--- src/rtl/regfile_scoreboard.sv ---
// Decode-stage register file with writeback bypass and a per-register busy scoreboard.
// Optional build macro ZERO_REG_EN hardwires register 0 to zero and never marks it busy.
module regfile_scoreboard #(
    parameter int DATA_W   = 32,
    parameter int NUM_REGS = 16,
    parameter int NUM_RD   = 2,
    localparam int ADDR_W  = $clog2(NUM_REGS)
) (
    input  logic                       clk,
    input  logic                       rst_n,
    input  logic [NUM_RD-1:0]          rd_en,
    input  logic [NUM_RD*ADDR_W-1:0]   rd_addr,
    output logic [NUM_RD*DATA_W-1:0]   rd_data,
    output logic [NUM_RD-1:0]          rd_busy,
    input  logic                       issue_valid,
    input  logic [ADDR_W-1:0]          issue_dst,
    output logic                       stall,
    input  logic                       wr,
    input  logic [ADDR_W-1:0]          wr_dst,
    input  logic [DATA_W-1:0]          wr_data,
    input  logic                       flush,
    output logic [ADDR_W:0]            busy_count
);

    logic [DATA_W-1:0]   regs [NUM_REGS];
    logic [NUM_REGS-1:0] busy;
    logic [NUM_REGS-1:0] busy_nxt;
    logic                wr_eff;
    logic                issue_ok;
    logic                raw;
    logic                waw;
    logic                do_set;
    logic                do_clr;
    logic                inc;
    logic                dec;
    logic [ADDR_W-1:0]   addr;

`ifdef ZERO_REG_EN
    // Dropping writes to r0 also kills its bypass, so r0 always reads as its reset value.
    assign wr_eff   = wr && (wr_dst != '0);
    assign issue_ok = (issue_dst != '0);
`else
    assign wr_eff   = wr;
    assign issue_ok = 1'b1;
`endif

    always_comb begin
        rd_data = '0;
        rd_busy = '0;
        raw     = 1'b0;
        addr    = '0;
        for (int unsigned i = 0; i < NUM_RD; i++) begin
            addr = rd_addr[i*ADDR_W +: ADDR_W];
            if (wr_eff && (wr_dst == addr)) begin
                rd_data[i*DATA_W +: DATA_W] = wr_data;
                rd_busy[i]                  = 1'b0;
            end else begin
                rd_data[i*DATA_W +: DATA_W] = regs[addr];
                rd_busy[i]                  = busy[addr];
            end
            raw = raw | (rd_en[i] & rd_busy[i]);
        end
    end

    always_comb begin
        waw    = busy[issue_dst] && !(wr_eff && (wr_dst == issue_dst));
        stall  = issue_valid && (raw || waw) && !flush;
        do_set = issue_valid && !stall && issue_ok;
        do_clr = wr_eff && busy[wr_dst];
        // A set can only meet an already-busy bit when the same-cycle writeback clears it.
        inc    = do_set && !busy[issue_dst];
        dec    = do_clr && !(do_set && (issue_dst == wr_dst));
        busy_nxt = busy;
        if (wr_eff) busy_nxt[wr_dst] = 1'b0;
        if (do_set) busy_nxt[issue_dst] = 1'b1;
    end

    always_ff @(posedge clk or negedge rst_n) begin
        if (!rst_n) begin
            for (int unsigned r = 0; r < NUM_REGS; r++) regs[r] <= '0;
        end else if (wr_eff) begin
            regs[wr_dst] <= wr_data;
        end
    end

    always_ff @(posedge clk or negedge rst_n) begin
        if (!rst_n) begin
            busy       <= '0;
            busy_count <= '0;
        end else if (flush) begin
            busy       <= '0;
            busy_count <= '0;
        end else begin
            busy <= busy_nxt;
            case ({inc, dec})
                2'b10:   busy_count <= busy_count + 1'b1;
                2'b01:   busy_count <= busy_count - 1'b1;
                default: busy_count <= busy_count;
            endcase
        end
    end

endmodule

--- config.mk ---
export PLATFORM = sky130hd
export DESIGN_NAME = regfile_scoreboard
export DESIGN_NICKNAME = d
export VERILOG_FILES = /design/src/rtl/regfile_scoreboard.sv
export SDC_FILE = /design/constraint.sdc
export NUM_CORES = 1
export LEC_CHECK = 0
export CAP_MARGIN = 20
export CORE_MARGIN = 5
export CORE_UTILIZATION = 56
export CTS_CLUSTER_SIZE = 28
export DETAILED_ROUTE_END_ITERATION = 12
export PLACE_DENSITY_LB_ADDON = 0.2
export SYNTH_ARGS = -nofsm -noshare
export SYNTH_HDL_FRONTEND = slang
export SYNTH_SLANG_ARGS = --single-unit
--- constraint.sdc ---
create_clock -name clk -period 3.3 [get_ports clk]
set_input_delay 0.66 -clock clk [delete_from_list [all_inputs] [get_ports clk]]
set_output_delay 0.66 -clock clk [all_outputs]
set_load 0.05 [all_outputs]
==> results.md <==
* Htree depth at 2
* Final Power at between 20,000 and 25,000 uW
* RSZ-0062 raised after global routing: yes
* Failing checks: setup timing
* Hold Buf Count CTS at 0
* Routed vias/inst at 6.78
* Area grow syn2layout at 21.7%
* Overflow left after global routing at 0
* Longest Clk Path Bufs at 3
* Pins Over Slew Limit at 0
* Worst Skew at about 0.013 ns
* WS Path Type: primary input to output pin
* Die H at 238 um
* Peak supply drop at around 0.38 mV
* Worst EP required at roughly 2.6 ns
* Nets at just over 2,000
* Initial antenna violation count at 2
* Outcome: finished, violations left
* First-pass GRT wire length at ~120 mm
* Unique cell type count in the Yosys netlist at 52
* Syn Inst Count at 1,784
* Clock slew at reported path FFs at ~0.060 ns
* Drt pass-1 iters at 5
* Critical path capture point type: output pin
* Hold Vio Cnt, Final at 0
* Core Region at approximately 52,000 sq um
* Root Buffer Master: clkbuf_16
* Global-route usage over all layers at 0.284
* Die X at about 240 um
* Final period util at 1.01
* Starting Density at 0.567
* Synth warn at 0
* Hold_ws at ~0.038 ns
* Clock period minus worst slack at roughly 3.3 ns
* Vias at around 19,000
* Asr flop ratio synth at 1.00
* Slew margin rel. at 0.526
* Clock sinks at between 500 and 600
* Dpl hpwl at 48.0 mm
* Wire per inst at 29.9 um
* Sequential cell area fraction in the yosys report at 0.457
* Total CTS buffers at 56
* Placer Congestion at approximately 0.84
* Fin worst setup slack at -0.0202 ns
* Pleak at approximately 0.015 uW
* MaxCap Viol Count at 0
* Worst hold path type: primary input to async pin
* RR Endpoint: busy_count[4]
* Largest fanout on the critical path at 11
* Largest net degree at the start of global routing at between 70 and 80
* Synthesized area at 29,200 sq um
* Synth Flop Type: dfrtp_1
* IO Port Bufs at between 100 and 150
* Place WS at -0.463 ns
* Slew @ Worst Pin at 0.712 ns
* Remaining DRCs at 0
* Syn_nets at between 1,500 and 2,000
* Core Util, Final at 0.690
* Path depth of the worst reg2reg path at 15
* Post-route setup TNS at -0.0830 ns
* Worst Setup SP: rd_addr[0]
* Syn Area/Cell at ~16 sq um
* Crit path launch type: primary input
* Die area at 56,800 sq um
* Post-Route WL at 81.6 mm
* Arr. time, crit path at 2.66 ns
* Cell Pwr Density at between 600 and 700 nW/um^2
* RR Startpoint: busy[5]
* Synthesis-stage register bit count at 533
* CTS tree: yes
* Detailed Route Iter0 Violations at between 1,000 and 1,500
* ANT nets after route at 0
* Final setup vio count at 7
* Setup crit end: rd_data[1]
* Share of layout cells above drive strength 1 at 0.543
* FMAX at roughly 300 MHz
* EDFF count, synth at 0
* Worst R2R Setup Slack at about 0.16 ns
* Clk Latency, worst-skew pair at between 0.6 and 0.7 ns
* # rows at 83
* Number of global-route vias before repair at approximately 20,000
* I/O pins at around 130
==> layout by cell type (no fill, tap or decap), types with 3 or more instances in the layout <==
master and count:
dfrtp_1 524, mux2_2 349, mux4_2 331, mux2_1 223, buf_4 146, clkbuf_16 72, buf_6 56, buf_12 47
clkdlybuf4s50_1 44, nor2_1 23, buf_16 15, clkbuf_8 14, clkbuf_1 12, nor2b_1 11, clkinv_2 10, nor2_4 10
inv_1 9, nand2_1 9, a21oi_1 9, dfrtp_2 9, xor2_1 7, mux2_4 7, xnor2_1 7, nand3_1 7
a22oi_1 7, mux2i_1 6, bufinv_16 6, buf_8 5, a32oi_1 4, mux4_1 3, nor3_1 3, nand2b_1 3
clkinvlp_4 3, dlygate4sd2_1 3
==> state kept, by name (all words and copies together), names as in the netlist <==
| name | count |
|---|---|
| regs | 512 |
| busy | 16 |
| busy_count | 5 |
==> through the flow <==
step / instance area (sq um) / instances
after detailed placement: 32400 / 2573
after floorplan: 29300 / 1784
after global routing: 35500 / 2730
after CTS: 34800 / 2698
final: 35500 / 2731
after global placement: 32400 / 2573
==> where the power goes <==
| group | total (uW) | internal (uW) | switching [uW] |
|---|---|---|---|
| combinational | 6500 | 3660 | 2830 |
| clock | 6620 | 3950 | 2670 |
| sequential | 9110 | 8030 | 1090 |
==> final cells by class <==
type	instances	area [sq um]
fill	3398	16000
antenna	1	2.50
clock inverter	20	265
inverter	12	46.3
multi-input combinational	1063	15200
timing repair buffer	339	4110
sequential	533	13300
tap	680	851
clock buffer	83	1660
==> worst max-delay path, cell delays in order <==
cell and delay (ns):
buf_8 0.13, buf_12 0.18, buf_4 0.13, mux4_2 0.51, mux4_2 0.53, mux2_2 0.33, buf_6 0.17
==> synth_stat cells (8+ instances only) <==
cell	number	area (sq um)
xnor2_1	8	70.1
buf_2	39	195
nor2_1	32	120
mux2_1	223	2510
clkbuf_1	115	432
nor2b_1	12	75.1
inv_1	10	37.5
nand2_1	11	41.3
dfrtp_1	533	13300
buf_1	18	67.6
a21oi_1	9	45.0
mux4_2	330	7430
mux2_2	356	4010
==> worst min-delay path by stage <==
| stage | from | to | cells after the start |
|---|---|---|---|
| 2_1_floorplan | rst_n | busy[0] | 0 |
| 3_3_place_gp | regs[93] | regs[93] | 1 |
| 3_5_place_dp | regs[181] | regs[181] | 1 |
| 4_1_cts | rst_n | regs[233] | 1 |
| 5_1_grt | rst_n | regs[233] | 1 |
| 6_report | rst_n | regs[233] | 1 |
==> cells by family after synthesis <==
family,count (synthesis),synth area share
AND/OR/NAND/NOR,89,0.0168
buffers and inverters,188,0.0266
XOR/XNOR,15,0.00450
multiplexers,919,0.483
AO/OA/AOI/OAI,36,0.0100
flip-flops,533,0.457
adder cells (fa/ha/maj),4,0.00197
==> what timing repair did <==
action,CTS,global route
pin swaps,6,4
endpoints found under the setup margin,65,57
endpoints found under the hold margin,0,0
setup buffers,21,18
gates cloned,4,15
gates resized for setup,67,54
==> routing by layer <==
| metal | track usage | share of wire | up-vias |
|---|---|---|---|
| met2 | 0.456 | 0.48 | 789 |
| li1 | - | - | 7484 |
| met4 | 0.0786 | 0.028 | 2 |
| met1 | 0.410 | 0.42 | 10082 |
| met5 | 0 | 0.000098 | - |
| met3 | 0.0491 | 0.075 | 161 |
No activity file was read; power rests on OpenSTA's default activity.
==> edit, RTL diff (config.mk and constraints unchanged) <==
Make the reset (`rst_n`) synchronous in 2 clocked blocks.
--- a/src/rtl/regfile_scoreboard.sv
+++ b/src/rtl/regfile_scoreboard.sv
@@ -77,3 +77,3 @@
 
-    always_ff @(posedge clk or negedge rst_n) begin
+    always_ff @(posedge clk) begin
         if (!rst_n) begin
@@ -85,3 +85,3 @@
 
-    always_ff @(posedge clk or negedge rst_n) begin
+    always_ff @(posedge clk) begin
         if (!rst_n) begin
Check against the original RTL: not equivalent (Yosys sat finds a counterexample within 4 cycles, from zero or initial values and one cycle with rst_n low; the reset may be asserted at any time).
==> edit against the unedited design <==
  * The flow still finishes with violations (negative setup slack)
  * Count of clock-buffer cells in the layout down 12
  * Critical path type unchanged
  * Sequential cell count unchanged
  * Die area decreased by 0.12%
  * Setup slack worse by 150 ps
  * Clock power is 8.0% lower
  * Wire length rose by 15%
  * Design area up 1.2%
  * Total power decreased by 22%
  * Final cell count grew 1.1%
  * Critical endpoint is now rd_data[56]
  * Area after synthesis decreased by 0.12%
==> edit: results <==
group,metric,value,unit
synth,synth_nets,1875,
grt,gr-usage-all-layers,32.89,%
place,dp_hpwl,49030,µm
grt,antenna_found_initial,7,
route,wl_met3,12010,µm
place,io_buffers,126,
clocking,clockBufferDepth,3,
synth,synthTopCellsByCount,"513 x and2_1, 512 x edfxtp_1, 337 x mux4_2, 130 x clkbuf_1, 65 x mux2_2",
synth,synth_edf_count,512,
synth,ys_async_sr_fraction,0,%
outcome,outcome,"finished, violations left",
grt,grt_util_met3,7.790,%
grt,grt_pass1_wl,133900,µm
place,dp_cells,2586,
setup_path,arrival,2810,ps
cells_and_area,drive_above_1_share,39.29,%
setup_path,critPathMaxFanout,8,
synth,synth-seq-area-share,54.15,%
power_and_ir_drop,vdd_drop_max,400.2,µV
clocking,cts_max_level,2,
route,via_per_inst,6.927,
route,wirelength,94080,µm
sta,max_slew_margin,17.15,%
clocking,clk_pin_slew_worst_paths,60,ps
setup_path,cp_slowest_cell,"mux4_2",
cells_and_area,layout.nets,2092,
sta,skew,6.149,ps
synth,synth_flop_cell,"edfxtp_1",
place,postPlaceCellArea,32160,µm²
sta,setup_ws,-174.1,ps
grt,grt_util_met2,52.62,%
place,post-place-ws,-795.3,ps
grt,grt_max_degree,61,
synth,yosys-top-cells-area,"edfxtp_1 53%, mux4_2 26%, and2_1 11%",
power_and_ir_drop,power_leakage,12.74,nW
synth,synth.distinct_cells,43,
synth,netlist_instances,1815,
place,gp_congestion,0.8903,
route,wl_met2,45120,µm
grt,use_met1,45.01,%
route,drt_iter0_markers,2779,
hold_path,worstHoldPathType,"reg -> reg",
clocking,numCtsBuffers,56,
grt,grt_pass1_vias,19540,
cells_and_area,stdcell_count,2762,
sta,tns,-6400,ps
sta,finalSetupViolations,63,
route,m1WireLength,32960,µm
outcome,violations,"negative setup slack",
==> edit: cell types whose count changed after synthesis, moves of 24 or more <==
cell      change
dfrtp_1     -533
edfxtp_1    +512
and2_1      +512
mux2_1      -223
mux2_2      -291
nand3_1      +30
nand2_1      +24
==> edit: cell families (layout without fill, tap and decap cells) <==
group | count (synthesis) | after routing | share of synthesized area [%]
other | 0 | 5 | 0
multiplexers | 407 | 407 | 28.70
XOR/XNOR | 16 | 16 | 0.4804
adder cells (fa/ha/maj) | 5 | 5 | 0.2402
AND/OR/NAND/NOR | 634 | 634 | 12.91
buffers and inverters | 181 | 443 | 2.698
AO/OA/AOI/OAI | 39 | 39 | 0.8235
flip-flops | 533 | 533 | 54.15
==> edit: final cells by class <==
type	instances	area, µm²
flip-flops and latches	533	15800
fillers	3345	15540
multi-input cells	1101	12990
repair buffers	338	4587
clock buffers	71	1458
well taps	680	850.8
clock inverters	32	266.5
diodes	5	12.51
inverters	2	8.758
==> edit: worst min-delay path, cell delays in order, from the launching register on <==
cell	delay, ps
dfxtp_1	320
o21ai_0	70
a21oi_1	60
==> edit: power breakdown <==
part	internal [mW]	switching (mW)
Clock	3.37	2.72
Sequential	7.81	0.201
Combinational	1.59	1.74
==> edit: what timing repair did <==
action                                  in CTS  in global routing
buffers inserted                            29                  5
cloned                                      33                  5
pin swaps                                    2                  5
endpoints found under the setup margin      66                 66
endpoints found under the hold margin        0                  0
resized for setup                          172                 28
==> edit: path summary, 6_finish.rpt <==
kind                      start             to  slack, ps  cells past startpoint
setup / recovery     rd_addr[4]    rd_data[56]       -170                      9
hold / removal    busy_count[4]  busy_count[4]        500                      2
setup reg to reg        busy[2]  busy_count[4]         30                     13
hold reg to reg   busy_count[4]  busy_count[4]        500                      2
